===== config.mk =====
export PLATFORM = sky130hd
export DESIGN_NAME = uart_tx_tristate
export DESIGN_NICKNAME = d
export VERILOG_FILES = /design/src/rtl/uart_pkg.sv /design/src/rtl/uart_baud_tick.sv /design/src/rtl/uart_tx_tristate.sv
export SDC_FILE = /design/constraint.sdc
export NUM_CORES = 1
export LEC_CHECK = 0
export BUFFER_PORTS_ARGS = -buffer_cell sky130_fd_sc_hd__buf_2
export CAP_MARGIN = 10
export CORE_UTILIZATION = 40
export CTS_CLUSTER_SIZE = 28
export DETAILED_ROUTE_END_ITERATION = 10
export PLACE_DENSITY = 0.57
export SLEW_MARGIN = 10
export SYNTH_ARGS = -nofsm -noshare
export SYNTH_HDL_FRONTEND = slang
export SYNTH_SLANG_ARGS = --single-unit

===== constraint.sdc =====
create_clock -name clk -period 3.4 [get_ports clk]
set_clock_uncertainty 0.2 [all_clocks]
set_input_delay 0.85 -clock clk [delete_from_list [all_inputs] [get_ports clk]]
set_output_delay 0.85 -clock clk [all_outputs]
set_load 0.005 [all_outputs]

===== src/rtl/uart_pkg.sv =====
// Shared UART types: parity mode, TX state encoding, bit-index width helper.
// Latency: n/a (types and constants only).
// Backpressure: n/a.
package uart_pkg;

    typedef enum logic [1:0] {
        PAR_NONE = 2'd0,
        PAR_ODD  = 2'd1,
        PAR_EVEN = 2'd2
    } parity_e;

    typedef enum logic [2:0] {
        ST_IDLE,
        ST_LEAD,
        ST_START,
        ST_DATA,
        ST_PARITY,
        ST_STOP,
        ST_LAG
    } tx_state_t;

    // Bits needed to index the longest per-state bit run (floor of 2 covers two stop bits).
    function automatic int bit_idx_width(input int data_bits, input int lead_bits, input int lag_bits);
        int m;
        m = data_bits;
        if (lead_bits > m) m = lead_bits;
        if (lag_bits > m) m = lag_bits;
        if (m < 2) m = 2;
        return $clog2(m);
    endfunction

    localparam int BIT_IDX_W = bit_idx_width(8, 1, 1);

endpackage


===== src/rtl/uart_baud_tick.sv =====
// Bit-time generator: loads a divisor, counts it down, pulses tick on the last cycle of each bit.
// Latency: first tick div cycles after load (div of 0 behaves as 1).
// Backpressure: none; free-runs while en is high.
module uart_baud_tick #(
    parameter int DIV_W = 16
) (
    input  logic             clk,
    input  logic             rst,
    input  logic             load,
    input  logic [DIV_W-1:0] div,
    input  logic             en,
    output logic             tick
);

    logic [DIV_W-1:0] reload_q;
    logic [DIV_W-1:0] cnt_q;
    logic [DIV_W-1:0] load_val;

    assign load_val = (div == '0) ? '0 : div - DIV_W'(1);
    assign tick     = en && (cnt_q == '0);

    always_ff @(posedge clk) begin
        if (rst) begin
            reload_q <= '0;
            cnt_q    <= '0;
        end else if (load) begin
            reload_q <= load_val;
            cnt_q    <= load_val;
        end else if (en) begin
            cnt_q <= (cnt_q == '0) ? reload_q : cnt_q - DIV_W'(1);
        end
    end

endmodule


===== src/rtl/uart_tx_tristate.sv =====
// UART transmitter producing D/E for a tristate pad, with optional lead/lag drive around the frame.
// Latency: first line bit (lead or start) on pad_d/pad_e the cycle after accept; every bit is div_q cycles.
// Backpressure: tx_ready only in IDLE; a frame always completes before the next word is taken.
module uart_tx_tristate
    import uart_pkg::*;
#(
    parameter int DATA_BITS     = 8,
    parameter int DIV_W         = 16,
    parameter int PARITY        = 0,
    parameter int STOP_BITS     = 1,
    parameter int IDLE_TRISTATE = 1,
    parameter int LEAD_BITS     = 1,
    parameter int LAG_BITS      = 1
) (
    input  logic                 clk,
    input  logic                 rst,
    input  logic [DIV_W-1:0]     baud_div,
    input  logic [DATA_BITS-1:0] tx_data,
    input  logic                 tx_valid,
    output logic                 tx_ready,
    output logic                 busy,
    output logic                 pad_d,
    output logic                 pad_e
);

    localparam int             IDX_W     = bit_idx_width(DATA_BITS, LEAD_BITS, LAG_BITS);
    localparam parity_e        PAR_MODE  = parity_e'(PARITY[1:0]);
    localparam bit             USE_LEAD  = (IDLE_TRISTATE != 0) && (LEAD_BITS > 0);
    localparam bit             USE_LAG   = (IDLE_TRISTATE != 0) && (LAG_BITS > 0);
    localparam logic           IDLE_E    = (IDLE_TRISTATE == 0);
    localparam logic [IDX_W-1:0] DATA_LAST = IDX_W'(DATA_BITS - 1);
    localparam logic [IDX_W-1:0] LEAD_LAST = IDX_W'(LEAD_BITS - 1);
    localparam logic [IDX_W-1:0] STOP_LAST = IDX_W'(STOP_BITS - 1);
    localparam logic [IDX_W-1:0] LAG_LAST  = IDX_W'(LAG_BITS - 1);

    tx_state_t            state;
    logic [IDX_W-1:0]     bit_idx;
    logic [DATA_BITS-1:0] shreg;
    logic                 par_bit;
    logic                 accept;
    logic                 tick;

    assign tx_ready = (state == ST_IDLE) && !rst;
    assign accept   = tx_valid && tx_ready;

    uart_baud_tick #(.DIV_W(DIV_W)) u_tick (
        .clk  (clk),
        .rst  (rst),
        .load (accept),
        .div  (baud_div),
        .en   (state != ST_IDLE),
        .tick (tick)
    );

    // Outputs are assigned together with the state they belong to, so pad_d/pad_e stay registered.
    always_ff @(posedge clk) begin
        if (rst) begin
            state   <= ST_IDLE;
            bit_idx <= '0;
            shreg   <= '0;
            par_bit <= 1'b0;
            busy    <= 1'b0;
            pad_d   <= 1'b1;
            pad_e   <= IDLE_E;
        end else begin
            case (state)
                ST_IDLE: begin
                    if (accept) begin
                        shreg   <= tx_data;
                        par_bit <= (^tx_data) ^ (PAR_MODE == PAR_ODD);
                        bit_idx <= '0;
                        busy    <= 1'b1;
                        pad_e   <= 1'b1;
                        if (USE_LEAD) begin
                            state <= ST_LEAD;
                            pad_d <= 1'b1;
                        end else begin
                            state <= ST_START;
                            pad_d <= 1'b0;
                        end
                    end
                end
                ST_LEAD: begin
                    if (tick) begin
                        if (bit_idx == LEAD_LAST) begin
                            bit_idx <= '0;
                            state   <= ST_START;
                            pad_d   <= 1'b0;
                        end else begin
                            bit_idx <= bit_idx + IDX_W'(1);
                        end
                    end
                end
                ST_START: begin
                    if (tick) begin
                        state <= ST_DATA;
                        pad_d <= shreg[0];
                    end
                end
                ST_DATA: begin
                    if (tick) begin
                        if (bit_idx == DATA_LAST) begin
                            bit_idx <= '0;
                            if (PAR_MODE != PAR_NONE) begin
                                state <= ST_PARITY;
                                pad_d <= par_bit;
                            end else begin
                                state <= ST_STOP;
                                pad_d <= 1'b1;
                            end
                        end else begin
                            bit_idx <= bit_idx + IDX_W'(1);
                            shreg   <= shreg >> 1;
                            pad_d   <= shreg[1];
                        end
                    end
                end
                ST_PARITY: begin
                    if (tick) begin
                        state <= ST_STOP;
                        pad_d <= 1'b1;
                    end
                end
                ST_STOP: begin
                    if (tick) begin
                        if (bit_idx == STOP_LAST) begin
                            bit_idx <= '0;
                            if (USE_LAG) begin
                                state <= ST_LAG;
                                pad_d <= 1'b1;
                            end else begin
                                state <= ST_IDLE;
                                busy  <= 1'b0;
                                pad_d <= 1'b1;
                                pad_e <= IDLE_E;
                            end
                        end else begin
                            bit_idx <= bit_idx + IDX_W'(1);
                        end
                    end
                end
                ST_LAG: begin
                    if (tick) begin
                        if (bit_idx == LAG_LAST) begin
                            bit_idx <= '0;
                            state   <= ST_IDLE;
                            busy    <= 1'b0;
                            pad_d   <= 1'b1;
                            pad_e   <= IDLE_E;
                        end else begin
                            bit_idx <= bit_idx + IDX_W'(1);
                        end
                    end
                end
                default: begin
                    state <= ST_IDLE;
                    busy  <= 1'b0;
                    pad_d <= 1'b1;
                    pad_e <= IDLE_E;
                end
            endcase
        end
    end

endmodule


==> results of run 1 <==
synthesized netlist by cell type, drive strengths merged, types with 4 or more instances:
library cell,n
o21ai,26
o21a,4
ha,6
or4,6
nand2b,5
nor3,15
dfxtp,48
mux2i,4
nor4,9
buf,7
a211o,7
nand3,12
o211ai,6
a21oi,37
xnor2,12
xor2,9
nand4b,4
a311oi,4
inv,9
a211oi,5
clkbuf,19
nand2,50
nor2,28
nand4,5
a22oi,5
registers in the layout, summed over array words and instances (netlist names):
register / count
pad_d: 1
shreg: 8
u_tick.cnt_q: 16
pad_e: 1
state: 3
u_tick.reload_q: 16
bit_idx: 3
per-stage QoR:
step | instances | total power, mW
floorplan | 383 | 1.18
global placement | 496 | 1.36
detailed placement | 496 | 1.35
CTS | 504 | 1.77
global route | 504 | 1.88
finish | 504 | 1.76
metal layers:
| metal | share of wire | vias up | GRT usage |
|---|---|---|---|
| li1 | - | 1450 | - |
| met1 | 0.50 | 1357 | 0.316 |
| met2 | 0.44 | 57 | 0.328 |
| met3 | 0.043 | 8 | 0.0320 |
| met4 | 0.014 | 0 | 0.0656 |
| met5 | 0 | - | 0 |
critical path: cells and delay by family:
| kind | cells | cell delay (ps) |
|---|---|---|
| buffers and inverters | 2 | 170 |
| adders and majority gates | 1 | 220 |
| and+or+nand+nor | 3 | 1090 |
| AOI/OAI and AO/OA | 2 | 670 |
worst max path at each step:
stage / from / to / slack [ps] / depth (start not counted)
3_5_place_dp: baud_div[0] / u_tick.cnt_q[3]$_SDFFE_PP0N_ / 120 / 8
6_report: baud_div[0] / u_tick.cnt_q[3]$_SDFFE_PP0N_ / 380 / 8
4_1_cts: u_tick.cnt_q[2]$_SDFFE_PP0N_ / u_tick.cnt_q[0]$_SDFFE_PP0N_ / 410 / 6
5_1_grt: baud_div[0] / u_tick.cnt_q[3]$_SDFFE_PP0N_ / 170 / 8
2_1_floorplan: baud_div[7] / u_tick.cnt_q[13]$_SDFFE_PP0N_ / 720 / 6
3_3_place_gp: baud_div[0] / u_tick.cnt_q[3]$_SDFFE_PP0N_ / 240 / 8
where the power goes:
part           switching [mW]  internal, mW  total, mW
registers              0.0664         0.623      0.689
logic                   0.382         0.275      0.658
clock network           0.197         0.219      0.415
cell type report:
type                    count  share of cell area
clock buffers               6              0.0219
clock inverters             2              0.0106
inverters                   9              0.0102
multi-input cells         300               0.557
flip-flops and latches     48               0.290
well taps                  96              0.0362
repair buffers             43              0.0747
cell families after synthesis:
group	Yosys count
DFF	48
AOI/OAI and AO/OA	115
xor gates and xnor gates	21
buffers and inverters	35
muxes	4
adders and majority gates	6
and+or+nand+nor	154
==> results.md, run 1 <==
- The flow ran to the end, and the final reports show no timing, DRC or antenna violations.
- The most common flop cell mapped by yosys is sky130_fd_sc_hd__dfxtp_1.
- The CTS root buffer is sky130_fd_sc_hd__clkbuf_8.
- The tree built by TritonCTS fans out to 48 sinks.
- By area the synthesized netlist is led by sky130_fd_sc_hd__dfxtp_1, sky130_fd_sc_hd__nand2_1, sky130_fd_sc_hd__a21oi_1.
- The worst setup path is captured at a flop.
- Synthesis inferred 48 register bits.
- After detailed routing, the number of vias per cell comes to 5.70.
- Of the available clock period, the critical path in the final layout requires 0.888.
- The total detailed-routing wirelength is roughly 7.7 mm.
- The startpoint of the worst hold path is u_tick.reload_q[15]$_SDFFE_PP0P_.
- Setup violations remaining at the end of the flow were counted as 0.
- The post-placement worst setup slack is ~120 ps.
- The library cell with the largest summed area after synthesis is sky130_fd_sc_hd__dfxtp_1.
- The number of levels in the clock H-tree is 2.
- Pin placement for this block handled 31 I/O pins.
- The relative max-transition margin is 0.354.
- From synthesis to final layout, the design area changed by 12.2%.
- Of the total synthesized cell area, the portion taken by XOR and XNOR cells is 0.0622.
- The portion of synthesized area spent on multiplexers is 0.0135.
- The highest-delay cell along the critical path is sky130_fd_sc_hd__nor2_1.
- Across every metal layer, demand over resource in global routing totals 0.217.
- The hold violation total from the final report came to 0.
- The number of DRC markers after the initial detailed-route iteration is between 200 and 250.
- The largest incremental delay on the critical path is around 730 ps.
- The transition time of the tightest slew-check pin is between 900 and 1000 ps.
- Entering global routing, the biggest net connects 28 pins.
- The number of nets in the finished design is 440.
- The worst hold path belongs to the class flop to flop.
- The global-route wire length before repair is approximately 13 mm.
- Hold is met by roughly 260 ps.
- The end of the worst hold path is u_tick.reload_q[15]$_SDFFE_PP0P_.
- The netlist area before placement is a little under 3000 sq um.
- Along the worst hold path, the cell count comes to 2.
- After global routing the overflow that remains totals 0.
- Buffers added to address setup during post-CTS repair amount to 0.
- The maximum clock path buffer count is 2.
- The clock period minus final worst setup slack is slightly above 3000 ps.
- The die area is just under 8000 sq um.
- The worst setup path is launched from an input port.
- The classification of the worst setup path is input port to flop.
- In this run the standard cell core region covers around 7000 sq um.
- The number of instances resized during post-cts repair is 0.
- The max-capacitance violation count is 0.
- The core occupancy in the finished layout is 0.475.
- The number of enable-type register cells in the synthesized netlist is 0.
- The total nets after synthesis is roughly 420.
- Synthesis handed over a netlist of approximately 380 instances.
- The average size of a mapped cell is 7.72 sq um.
- The final critical-path setup slack is about 380 ps.
- The worst endpoint required time is ~3400 ps.
- The average wire per cell in the routed design is between 15 and 20 um.
- Traced cell by cell, the critical path runs through buf_2, inv_1, ha_1, nor4b_1, and4_1, nor2_1, o21ai_0, a221oi_1.
- Routability-driven placement finished with a final weighted congestion of ~0.89.
- The number of remaining DRC errors is 0.
- The simple-gate share of the synthesized area is 0.272.
- The pre-antenna-repair detailed-routing pass consisted of 4 iterations.
- The complex-gate fraction of the synthesized area is 0.251.
- The clock-pin slew reported for the worst setup and hold paths after clock tree synthesis is around 80 ps.
- The detail route stage leaves a number of antenna-violating nets equal to 0.
- In this run the power density over the cells is roughly 530 nW/um^2.
- Counting flops with an async set or reset pin after synthesis yields a share of 0.
- The combinational family with the most area after synthesis is simple AND/OR/NAND/NOR gates.
- The CTS buffer count is 5.
- The end of the worst register-to-register path is u_tick.cnt_q[0]$_SDFFE_PP0N_.
- The floorplan has 30 rows.
- The die extent in x is 88.0 um.
- For this run, the register share of the synthesized area comes to 0.325.
- The initial utilization of the core area, before any placement, comes to 0.423.
- In the final layout, flip-flops and latches occupy 961 sq um.
- Along the worst path, the maximum fanout reaches 15.
- Across all layers, the routed design uses roughly 2.9k vias.
- The final setup TNS is 0 ps.
- The portion of synthesized cell area occupied by the leading cell type is 0.325.
- The finished cells cover 3320 sq um.
- The count of fill cells added during filler insertion is approximately 720.
- The maximum clock rate is 331 MHz.
- The hold buffer count at cts is 0.
- The unique cell type count in the Yosys netlist is 56.
- The post-placement cell area is between 3000 and 4000 sq um.
- The number of buffers inserted by port buffering is 30.
- The path depth of the worst reg2reg path is 6.
- The reg2reg setup slack is 420 ps.
- The leakage power total is ~1.2 nW.
- The startpoint of the worst-slack reg-to-reg timing path is u_tick.cnt_q[2]$_SDFFE_PP0N_.
- The via count of the first global-routing pass came to between 2k and 3k.
- The sum of net half-perimeters after detailed placement is around 5.7 mm.
- The number of antenna diodes in the final layout is 0.
- The clock tree from TritonCTS is yes.
- IR analysis of the VDD net gives a maximum drop of ~0.21 mV.
- In the final layout, the share of cells above drive strength 1 is 0.142.
- The clock insertion delay at the later pin of the skew report is a little over 300 ps.
- Leaving out fill and tap cells, the most frequent cell in the layout is sky130_fd_sc_hd__nand2_1.
- The multi-input combinational cells in the finished layout cover a total of 1850 sq um.
- In the layout the commonest cells are sky130_fd_sc_hd__nand2_1, sky130_fd_sc_hd__dfxtp_1, sky130_fd_sc_hd__a21oi_1.
- The data arrival at the endpoint of the critical path is 3020 ps.
- The overall die height is a little under 90 um.
- The adder-cell area share of the yosys netlist is 0.0254.
- The number of antenna violations at the first check in global routing is 0.
- The max-slew violation total from the final report came to 0.
- Setup repair after global routing left no endpoint under its margin.
- During synthesis, Yosys emitted a total of 0 warnings.
No activity file was read; power rests on OpenSTA's default activity.
==> run 2: changes to the inputs <==
--- a/config.mk
+++ b/config.mk
@@ -11,6 +11,7 @@
 export CTS_CLUSTER_SIZE = 28
 export DETAILED_ROUTE_END_ITERATION = 10
 export PLACE_DENSITY = 0.57
+export REMOVE_ABC_BUFFERS = 1
 export SLEW_MARGIN = 10
 export SYNTH_ARGS = -nofsm -noshare
 export SYNTH_HDL_FRONTEND = slang
==> run 2 against run 1 <==
  * Utilization shrank 0.25 points
  * First-iteration DRC count shrank 14%
  * Sequential power about the same
  * Global-route usage fell by 0.97 points
  * Via count fell by 1.5%
  * Critical path type unchanged
  * Largest cell class unchanged
  * Largest power group unchanged
==> results.md, run 2 (synthesis gave the netlist of run 1 again) <==
- The run finished with clean final reports.
- The data arrival at the endpoint of the critical path was 2950 ps (-70 ps).
- The post-placement cell area is 3210 sq um (unchanged).
- The clock-pin slew reported for the worst setup and hold paths after clock tree synthesis came to 90 ps (about the same).
- The final estimated routing congestion in global placement is 0.870 (-2.3%).
- The part of the total power dissipated in sequential elements came to 0.405 (+0.014).
- The critical path is of the input port to flop type.
- The worst IR drop on VDD is 0.173 mV (-19%).
- The number of buffers inserted by port buffering is 30 (unchanged).
- TritonCTS built the clock tree.
- The core occupancy in the finished layout is 0.472 (-0.00251).
- The hold violation total from the final report is 0 (unchanged).
- The net switching share of the total power is 0.377 (+0.0106).
- The count of nets left with antenna violations after detail routing is 0 (unchanged).
- The fraction of final layout cells with drive strength greater than 1 came to 0.140 (-0.00245).
- The most frequent standard cell in the layout excluding fill and tap cells is sky130_fd_sc_hd__nand2_1.
- The leakage power total is 1.23 nW (-0.86%).
- The final critical-path setup slack is 471 ps (+90.5 ps).
- The number of nets in the finished design is 440 (unchanged).
- The clock period minus final worst setup slack was 2930 ps (-90.5 ps).
- The overall die height is 88.0 um (unchanged).
- The transition time of the tightest slew-check pin is 971 ps (+5.73 ps).
- The via count of the first global-routing pass was 2,501 (-1.5%).
- The area added between synthesis and finish is 11.6%.
- The number of I/O pins is 31 (unchanged).
- The post-route fraction of the period consumed by the critical path is 0.862 (-0.0266).
- The combinational share of power is 0.384 (+0.011).
- The maximum fanout encountered on the critical timing path is 15 (unchanged).
- Setup repair after global routing left no endpoint under its margin.
- The max-slew violation total from the final report was 0 (unchanged).
- The via count came to 2,829 (-1.5%).
- The max-capacitance violation count is 0 (unchanged).
- Clock tree synthesis selected as its root buffer the cell sky130_fd_sc_hd__clkbuf_8.
- The clock insertion delay at the later pin of the skew report is 310 ps (about the same).
- The relative max-transition margin is 0.350 (-0.00384).
- The count of fill cells added during filler insertion is 727 (+0.69%).
- The post-CTS setup buffer count is 0 (unchanged).
- The largest net degree at the start of global routing is 29 (+3.6%).
- The area of the core is 6980 sq um (unchanged).
- The total clock sinks was 48 (unchanged).
- The number of antenna violations at the first check in global routing came to 0 (unchanged).
- The maximum clock rate was 341 MHz (+3.1%).
- The worst endpoint required time was 3420 ps (+20 ps).
- The number of iterations in the first detailed-routing pass is 4 (unchanged).
- The number of placement rows is 30 (unchanged).
- The net switching power of the design was 0.643 mW (-0.40%).
- The average wire per cell in the routed design is 15.2 um (-0.91%).
- The CTS buffer count is 5 (unchanged).
- The hold buffer count at cts is 0 (unchanged).
- The overall global routing resource usage came to 0.207 (-0.00969).
- The count of endpoints failing setup in the final report is 0 (unchanged).
- The power per cell area is 517 nW/um^2 (-2.7%).
- The global-route wire length before repair is 12.5 mm (-2.6%).
- The final hold slack is 256 ps (+1.03 ps).
- The number of instances resized during post-cts repair came to 0 (unchanged).
- The startpoint of the worst-slack reg-to-reg timing path is u_tick.cnt_q[2]$_SDFFE_PP0N_.
- The fraction of power consumed by the clock network was 0.211 (-0.025).
- The largest registers in the layout are u_tick.cnt_q x16, u_tick.reload_q x16, shreg x8.
- The aggregate global routing overflow was 0 (unchanged).
- The final setup TNS came to 0 ps (unchanged).
- The maximum clock path buffer count is 2 (unchanged).
- The startpoint class of the critical path is an input port.
- The cell depth of the worst hold path is 2 (unchanged).
- The die extent in x came to 88.0 um (unchanged).
- The number of levels in the clock H-tree came to 2 (unchanged).
- The number of DRC markers after the initial detailed-route iteration came to 174 (-14%).
- The startpoint of the worst hold path is u_tick.reload_q[2]$_SDFFE_PP0P_.
- The initial core utilization is 0.423 (unchanged).
- The path category of the worst min-delay check is flop to flop.
- The die area was 7740 sq um (unchanged).
- STA classifies the critical path endpoint as a flop.
- The number of remaining DRC errors is 0 (unchanged).
- The number of diodes came to 0 (unchanged).
- The detail-routed via count per cell is 5.61 (-1.5%).
- The sum of net half-perimeters after detailed placement came to 5.55 mm (-3.0%).
- The path depth of the worst reg2reg path is 6 (unchanged).
- The total detailed-routing wirelength came to 7.64 mm (-0.91%).
- The top cell types in the final layout, fill and taps aside, are sky130_fd_sc_hd__nand2_1, sky130_fd_sc_hd__dfxtp_1, sky130_fd_sc_hd__a21oi_1.
- The internal cell power is 1.06 mW (-4.8%).
- The summed area of non-filler cells in the final layout is 3300 sq um (-0.53%).
- The source of the critical timing path is baud_div[0].
- The post-placement worst setup slack is 124 ps (+6.55 ps).
## run 2: metrics by stage
stage	std cells	power (mW)
floorplan	357	1.15
global placement	496	1.35
detailed placement	496	1.35
global route	504	1.82
CTS	504	1.72
finish	504	1.71
## run 2: power by group through the flow
stage          logic (mW)  registers [mW]  clock network [mW]
3_5_place_dp        0.651           0.701                   0
3_3_place_gp        0.654           0.701                   0
4_1_cts             0.654           0.688               0.375
5_1_grt             0.720           0.701               0.398
6_report            0.655           0.690               0.361
2_1_floorplan       0.456           0.693                   0
## run 2: critical path: stages
cell and delay (ps):
sky130_fd_sc_hd__buf_2 110, sky130_fd_sc_hd__inv_1 60, sky130_fd_sc_hd__ha_1 220, sky130_fd_sc_hd__nor4b_1 150, sky130_fd_sc_hd__and4_1 230, sky130_fd_sc_hd__nor2_1 740, sky130_fd_sc_hd__o21ai_0 280, sky130_fd_sc_hd__a221oi_1 310
## run 2: per-layer routing
layer	track usage	vias up	share of wire
met5	0	-	0
met4	0.0671	0	0.014
met3	0.0254	10	0.028
met2	0.345	52	0.46
met1	0.277	1315	0.50
li1	-	1452	-
## run 2: final timing paths
| check | slack [ps] | end |
|---|---|---|
| min | 260 | u_tick.reload_q[2]$_SDFFE_PP0P_ |
| max | 470 | u_tick.cnt_q[3]$_SDFFE_PP0N_ |
| max reg2reg | 480 | u_tick.cnt_q[0]$_SDFFE_PP0N_ |
| min reg2reg | 260 | u_tick.reload_q[2]$_SDFFE_PP0P_ |
## run 2: layout make-up
type	instances	area, sq um	area share
Multi-Input combinational cell	300	1850	0.560
Sequential cell	48	961	0.291
Timing Repair Buffer	43	248	0.0751
Tap cell	96	120	0.0364
Clock buffer	8	90.1	0.0273
Inverter	9	33.8	0.0102
